--- config.mk ---
export PLATFORM = sky130hd
export DESIGN_NAME = audio_sample_pacer
export DESIGN_NICKNAME = d
export VERILOG_FILES = /design/src/rtl/audio_stream_pkg.sv /design/src/rtl/sample_fifo.sv /design/src/rtl/audio_sample_pacer.sv
export SDC_FILE = /design/constraint.sdc
export NUM_CORES = 1
export LEC_CHECK = 0
export ABC_AREA = 1
export CORE_UTILIZATION = 50
export CTS_CLUSTER_SIZE = 10
export DETAILED_ROUTE_END_ITERATION = 10
export PLACE_DENSITY = 0.73
export SLEW_MARGIN = 0
export SYNTH_ARGS = -nofsm -noshare
export SYNTH_HDL_FRONTEND = slang
export SYNTH_SLANG_ARGS = --single-unit
--- constraint.sdc ---
create_clock -name clk -period 2.56 [get_ports clk]
set_clock_uncertainty 0.1 [all_clocks]
set_input_delay 0.512 -clock clk [delete_from_list [all_inputs] [get_ports clk]]
set_output_delay 0.512 -clock clk [all_outputs]
set_load 0.05 [all_outputs]
--- src/rtl/audio_stream_pkg.sv ---
// Shared definitions for the audio byte-stream blocks: widths, idle sample
// value and the byte-pair assembler state type.
package audio_stream_pkg;

    localparam int unsigned SAMPLE_W = 16;
    localparam int unsigned BYTE_W   = 8;

    localparam logic [SAMPLE_W-1:0] AUDIO_IDLE_SAMPLE = 16'h8000;

    typedef enum logic {
        ASM_LOW  = 1'b0,
        ASM_HIGH = 1'b1
    } asm_state_e;

endpackage

--- src/rtl/sample_fifo.sv ---
// Synchronous FIFO with an explicit occupancy count so full and empty are
// distinguishable at DEPTH. DEPTH must be a power of two >= 2; pointers wrap
// naturally. Read data is the head entry, valid whenever empty is low.
module sample_fifo #(
    parameter int unsigned WIDTH = 16,
    parameter int unsigned DEPTH = 16
) (
    input  logic                     clk,
    input  logic                     resetn,
    input  logic                     push,
    input  logic                     pop,
    input  logic [WIDTH-1:0]         din,
    output logic [WIDTH-1:0]         dout,
    output logic                     full,
    output logic                     empty,
    output logic [$clog2(DEPTH):0]   level
);

    localparam int unsigned PTR_W = $clog2(DEPTH);
    localparam int unsigned LVL_W = PTR_W + 1;

    logic [WIDTH-1:0] mem [DEPTH];
    logic [PTR_W-1:0] wr_ptr;
    logic [PTR_W-1:0] rd_ptr;
    logic             push_ok;
    logic             pop_ok;

    assign full    = (level == LVL_W'(DEPTH));
    assign empty   = (level == '0);
    assign push_ok = push && !full;
    assign pop_ok  = pop && !empty;
    assign dout    = mem[rd_ptr];

    // Storage array; no reset needed, contents are only read when occupied.
    always_ff @(posedge clk) begin
        if (push_ok) begin
            mem[wr_ptr] <= din;
        end
    end

    // Pointers and occupancy count.
    always_ff @(posedge clk or negedge resetn) begin
        if (!resetn) begin
            wr_ptr <= '0;
            rd_ptr <= '0;
            level  <= '0;
        end else begin
            if (push_ok) begin
                wr_ptr <= wr_ptr + PTR_W'(1);
            end
            if (pop_ok) begin
                rd_ptr <= rd_ptr + PTR_W'(1);
            end
            if (push_ok && !pop_ok) begin
                level <= level + LVL_W'(1);
            end else if (pop_ok && !push_ok) begin
                level <= level - LVL_W'(1);
            end
        end
    end

endmodule

--- src/rtl/audio_sample_pacer.sv ---
// Audio sample pacer: assembles little-endian byte pairs into 16-bit samples,
// buffers them, and releases one sample per CLK_DIV cycles with a one-cycle
// sample_en strobe. An empty FIFO at strobe time raises underrun.
// Build option: AUDIO_SAMPLE_PACER_HOLD_LAST_EN keeps the previous sample on
// underrun instead of loading IDLE_VALUE.
module audio_sample_pacer
    import audio_stream_pkg::*;
#(
    parameter int unsigned          CLK_DIV    = 2083,
    parameter int unsigned          FIFO_DEPTH = 16,
    parameter logic [SAMPLE_W-1:0]  IDLE_VALUE = AUDIO_IDLE_SAMPLE
) (
    input  logic                          clk,
    input  logic                          resetn,
    input  logic                          enable,
    input  logic [BYTE_W-1:0]             byte_in,
    input  logic                          byte_valid,
    output logic                          byte_ready,
    output logic [SAMPLE_W-1:0]           sample_out,
    output logic                          sample_en,
    output logic                          underrun,
    output logic [$clog2(FIFO_DEPTH):0]   fifo_level
);

    localparam int unsigned    CNT_W    = $clog2(CLK_DIV);
    localparam logic [CNT_W-1:0] CNT_LAST = CNT_W'(CLK_DIV - 1);

    asm_state_e          state_q;
    asm_state_e          state_d;
    logic [BYTE_W-1:0]   low_q;
    logic [CNT_W-1:0]    cnt_q;
    logic                accept_c;
    logic                push_c;
    logic                tc_c;
    logic                pop_c;
    logic                fifo_full;
    logic                fifo_empty;
    logic [SAMPLE_W-1:0] fifo_dout;

    assign byte_ready = !fifo_full;
    assign accept_c   = byte_valid && byte_ready;
    assign tc_c       = enable && (cnt_q == CNT_LAST);
    assign pop_c      = tc_c && !fifo_empty;

    sample_fifo #(
        .WIDTH (SAMPLE_W),
        .DEPTH (FIFO_DEPTH)
    ) u_fifo (
        .clk    (clk),
        .resetn (resetn),
        .push   (push_c),
        .pop    (pop_c),
        .din    ({byte_in, low_q}),
        .dout   (fifo_dout),
        .full   (fifo_full),
        .empty  (fifo_empty),
        .level  (fifo_level)
    );

    // Assembler state register.
    always_ff @(posedge clk or negedge resetn) begin
        if (!resetn) begin
            state_q <= ASM_LOW;
        end else begin
            state_q <= state_d;
        end
    end

    // Assembler next state: low byte first, push on the high byte.
    always_comb begin
        state_d = state_q;
        push_c  = 1'b0;
        if (accept_c) begin
            if (state_q == ASM_LOW) begin
                state_d = ASM_HIGH;
            end else begin
                state_d = ASM_LOW;
                push_c  = 1'b1;
            end
        end
    end

    // Low byte holding register; cleared by reset so a split pair is dropped.
    always_ff @(posedge clk or negedge resetn) begin
        if (!resetn) begin
            low_q <= '0;
        end else if (accept_c && (state_q == ASM_LOW)) begin
            low_q <= byte_in;
        end
    end

    // Period counter; frozen, not cleared, while disabled.
    always_ff @(posedge clk or negedge resetn) begin
        if (!resetn) begin
            cnt_q <= '0;
        end else if (enable) begin
            cnt_q <= (cnt_q == CNT_LAST) ? '0 : cnt_q + CNT_W'(1);
        end
    end

    // Output sample, strobe and underrun pulse issued at terminal count.
    always_ff @(posedge clk or negedge resetn) begin
        if (!resetn) begin
            sample_out <= IDLE_VALUE;
            sample_en  <= 1'b0;
            underrun   <= 1'b0;
        end else begin
            sample_en <= tc_c;
            underrun  <= tc_c && fifo_empty;
            if (pop_c) begin
                sample_out <= fifo_dout;
            end
`ifdef AUDIO_SAMPLE_PACER_HOLD_LAST_EN
`else
            else if (tc_c) begin
                sample_out <= IDLE_VALUE;
            end
`endif
        end
    end

endmodule

### After elaboration in Yosys (flattened, before gate mapping)

Memories as Yosys holds them, arrays and structs flattened.
Index checks and enable logic that the tools add are counted.
Widths: inputs -> output; s select.

| word-level totals | value |
|---|---|
| register bits | 52 |
| latch bits | 0 |
| memory bits (writable) | 256 |
| ROM bits | 0 |
| input bits | 12 |
| output and inout bits | 24 |
| logic and storage cells | 44 |
| memories | 1 |

| operators by class | value |
|---|---|
| $add $sub $neg | 5 |
| multiply operators | 0 |
| div/mod/pow operators | 0 |
| order comparisons | 0 |
| equality and inequality tests | 2 |
| shift-type cells | 0 |
| mux-type cells | 10 |
| bitwise logic cells | 1 |
| reductions and logical operators | 16 |

Memory list:

| name | words | bits a word | rd ports | clocked after memory_dff | wr ports | RTL line | RTL |
|---|---|---|---|---|---|---|---|
| u_fifo.mem | 16 | 16 | 1 | 0 | 1 | sample_fifo.sv:22 | `logic [WIDTH-1:0] mem [DEPTH];` |

Operators with widths:

| operator | count |
|---|---|
| $mux 16 | 2 |
| $add 12x1->12 const B | 1 |
| $eq 12x12->1 const B | 1 |
| $mux 12 | 1 |
| $mux 5 | 2 |
| $logic_and 1x1->1 | 9 |
| $add 4x1->4 const B | 2 |
| $add 5x1->5 const B | 1 |
| $eq 5x5->1 const B | 1 |
| $logic_not 5->1 | 1 |
| $mux 1 | 5 |
| $sub 5x1->5 const B | 1 |
| $logic_not 1->1 | 4 |
| $reduce_bool 2->1 | 2 |
| $not 1->1 | 1 |

### Depth between registers and ports, before layout

| depth | value |
|---|---|
| depth after elaboration | 9 |
| depth in mapped cells | 17 |

### Modules after synthesis

From an unflattened synthesis, not the netlist that was laid out.

| unflattened totals | value |
|---|---|
| cell total of the unflattened synthesis | 1323 |
| area total of the unflattened synthesis | 13444.1 um^2 |

Modules (own cells, without submodules):

| module | times used | cells an instance | area each (um^2) | seq. area each (um^2) |
|---|---|---|---|---|
| sample_fifo | 1 | 1118 | 11573.6 | 8012.7 |
| audio_sample_pacer | 1 | 205 | 1870.5 | 977.2 |

### Worst setup path before layout

OpenSTA, ideal clock, no wires.

| path | value |
|---|---|
| path type | reg2reg |
| start | reg u_fifo.level[0] |
| end | mem u_fifo.mem[12][0] (enable) |
| setup time | 409 ps |
| arrival | 2729 ps |
| slack | -678 ps |
| cell stages (with the launch flop) | 6 |
| buffers on the path | 1 |
| cells stage by stage | dfrtp_1 -> inv_1 -> nand4_2 -> nand3_2 -> buf_2 -> nor3_1 |

| between the ends | value |
|---|---|
| longest elaborated chain between the ends | 7 |

RTL lines:

| item | RTL line | RTL |
|---|---|---|
| from (decl) | sample_fifo.sv:16 | `output logic [$clog2(DEPTH):0] level` |
| from (signal assigned) | sample_fifo.sv:55 | `level <= level + LVL_W'(1);` |
| from (signal assigned) | sample_fifo.sv:57 | `level <= level - LVL_W'(1);` |
| $eq 5x5->1 * | sample_fifo.sv:28 | `assign full = (level == LVL_W'(DEPTH));` |
| $logic_not 1->1 * | audio_sample_pacer.sv:40 | `assign byte_ready = !fifo_full;` |
| net byte_ready | audio_sample_pacer.sv:18 | `output logic byte_ready,` |
| $logic_and 1x1->1 | audio_sample_pacer.sv:41 | `assign accept_c = byte_valid && byte_ready;` |
| $mux 1 | audio_sample_pacer.sv:73 | `if (accept_c) begin` |
| $logic_and 1x1->1 * | sample_fifo.sv:30 | `assign push_ok = push && !full;` |
| $mux 1 * | sample_fifo.sv:36 | `if (push_ok) begin` |
| $mux 1 (implied by the code) * | sample_fifo.sv:37 | `mem[wr_ptr] <= din;` |
| to (decl) | sample_fifo.sv:22 |  |

Mark *: on every way through the listed nets, which the timed path passes. The rest lies on a longest branch.

### Worst setup path in the final report

| path | value |
|---|---|
| start | reg u_fifo.level[4] |
| end | out fifo_level[4] |

RTL lines:

| item | RTL line | RTL |
|---|---|---|
| to (decl) | audio_sample_pacer.sv:22 | `output logic [$clog2(FIFO_DEPTH):0] fifo_level` |

No word-level cell between the ends.

==> results.cfg <==
[timing]
fin_crit_sh = 0.955
setup_viol = 0
hold_viol = 0
drv_slew = 0
rsz0062_at_grt = no
fmax_ghz = 0.409
hold_slack_ns = 0.376
maxSlewHeadroom = 0.492
worst_slew_pin_slew_ns = 0.758
final.min_clock_period_ns = 2.44

[layout]
fin_area_sq_um = 15100
final_common_cell = nand2_1
fin_cells = 1558
drive_above_1_share = 0.133
multi_input_area_sq_um = 3480
seqCellArea_sq_um = 9000
final_nets = 1223
final_cell_mix = 342 x nand2_1, 256 x edfxtp_1, 231 x nand3_1, 59 x buf_4, 47 x inv_1
diodes = 0
area_delta_synth_final_pct = 18.4
nFillCells = 1966

[yosys]
syn-cell-area_sq_um = 12800
synth_cell_types = 36
netlist_instances = 1115
syn-num-nets = 1139
synthXorXnorAreaFrac = 0.00812
muxShareOfSynthArea = 0
synth_top_family_by_area = simple AND/OR/NAND/NOR gates
async_flop_share = 0.169
yosys.area_share.simple = 0.223
synthAdderAreaFrac = 0.0123
synth_top_area_share = 0.601
synth_compound_area_frac = 0.0111
post-synth-top-area-cell = edfxtp_1
synth_area_leaders = edfxtp_1 60%, nand2_1 10%, dfrtp_1 10%
yosys_warnings = 0
synth_edf_count = 256
ys_seq_area_frac = 0.703
synth.avg_cell_area_sq_um = 11.5
ys_ff_latch = 308
synth-main-ff-cell = edfxtp_1

[clock_tree]
clkLatencyLatePin_ns = 0.53
clock_sinks = 308
clk_pin_slew_worst_paths_ns = 0.05
htreeDepth = 2
cts-root-buf = clkbuf_16
clock_path_buffers = 3
cts_tree = built
cts_inserted_buffers = 37

[die]
die_area_sq_um = 26200
ios = 36
core_area_sq_um = 25100
die_w_um = 162
start_util = 0.509
die_height_um = 162
rows = 58

[power]
switching_share = 0.273
pwr-share-seq = 0.507
p_leak_uw = 0.00588
p_int_uw = 9570
p_clk_frac = 0.354
combPwrFrac = 0.139
peakVddDrop_uv = 574
power_density_nw_per_um2 = 870
p_sw_uw = 3600

[route]
drtIter0Drc = 654
wl_met3_mm = 1.93
drt-pass1-iter-count = 5
routed-wl-met2_mm = 14.6
routed.top_layer = met4
drt-wirelength-per-cell_um = 19.0
ant_nets = 0
drc = 0
m1WireLength_mm = 12.4
routed_wl_mm = 29.6
vias = 8655
vias_per_cell = 5.56

[global_routing]
gr-total-overflow = 0
antenna_found_initial = 0
grt_usage = 0.234
grt_max_degree = 134
grt_pass1_vias = 8454
grt_pass1_wl_mm = 46.5

[placement]
gp_congestion = 0.795
dp.cells = 1486
hpwl_mm = 17.4
port_buffers = 35
dpl_cell_area_sq_um = 14000

[worst_setup_path]
crit_arrival_ns = 1.83
r2r_setup_slack_ns = 0.20
cp_data_required_time_ns = 1.95
path_class = reg -> out
crit_chain = clkdlybuf4s50_1
critPathBufInv = 1
slowest_stage = clkdlybuf4s50_1
slowest_delay_ns = 0.84
critical-path-top-delay-family = buffers and inverters
cp_max_fo = 6
worstSetupEndpointType = primary output
worst_setup_path_start_kind = flop

[job]
max_cap_violations = 0

[run_status]
status = finished, final reports clean

[hold_path]
hold_class = reg -> reg
## cells in the mapped netlist (8+ instances only)
library cell  instances
dfrtp_1              51
o21ai_0              16
nand2_1             342
buf_4                16
ha_1                 11
edfxtp_1            256
inv_1                50
buf_2                24
nor2_1               28
nand3_1             232
buf_1                 8
nor3_1               20
xor2_1                9
## sequential cells by signal, summed over array words and instances (netlist names)
register / count
state_q: 1
u_fifo.rd_ptr: 4
u_fifo.wr_ptr: 4
low_q: 8
u_fifo.mem: 256
sample_out: 16
u_fifo.level: 5
sample_en: 1
cnt_q: 12
underrun: 1
## kinds of logic (layout without fill, tap and decap cells)
kind of cell	after synthesis	count (layout)
simple gates	644	644
flops	308	308
buf+inv	113	226
compound gates	27	27
fa+ha+maj	12	12
xor+xnor	11	11
## final cells by class
cell class | instances | share of cell area
clock buffer | 64 | 0.0678
clock inverter | 4 | 0.00331
inverter | 55 | 0.0139
multi-input combinational | 694 | 0.230
sequential | 308 | 0.594
tap | 330 | 0.0273
timing repair buffer | 103 | 0.0632
## what timing repair did
item,in CTS,in global routing
endpoints found under the hold margin,51,0
endpoints found under the setup margin,3,2
cloned,0,0
setup buffers,1,2
resized for setup,3,9
hold buffers,1,0
pin swaps,1,6
## power groups by stage
stage	Clock [uW]	Combinational [uW]	Sequential, uW
detailed placement	0	1760	6770
floorplan	0	864	6780
global placement	0	1710	6730
global route	4930	2010	6750
finish	4660	1830	6680
CTS	4730	1770	6680
## metrics by stage
stage               TNS (ns)  setup slack, ns  total power, uW  utilization
global route               0           0.0248            13700        0.603
global placement      -0.198           -0.154             8440        0.557
floorplan                  0          0.00160             7640            -
CTS                        0           0.0335            13200        0.601
finish                     0            0.115            13200        0.603
detailed placement    -0.310           -0.189             8530        0.557
## routing by layer
layer,track usage,vias to the layer above
li1,-,4026
met1,0.311,4235
met2,0.385,326
met3,0.0416,68
met4,0.0909,0
met5,0,-
## tightest hold or removal path, cell delays in order, from the launching register on
cell     delay, ns
dfrtp_1       0.34
nand2_1       0.05
nand2_1       0.05
## path summary, 6_finish.rpt
kind | from | to | depth (start not counted)
worst max-delay path | u_fifo.level[4] | fifo_level[4] | 1
min in group asynchronous | resetn | cnt_q[4] | 3
worst min-delay path | sample_out[9] | sample_out[9] | 2
max in group asynchronous | resetn | u_fifo.level[2] | 3
worst min register to register | sample_out[9] | sample_out[9] | 2
worst max register to register | cnt_q[0] | u_fifo.level[4] | 16
No activity file was read; power rests on OpenSTA's default activity.
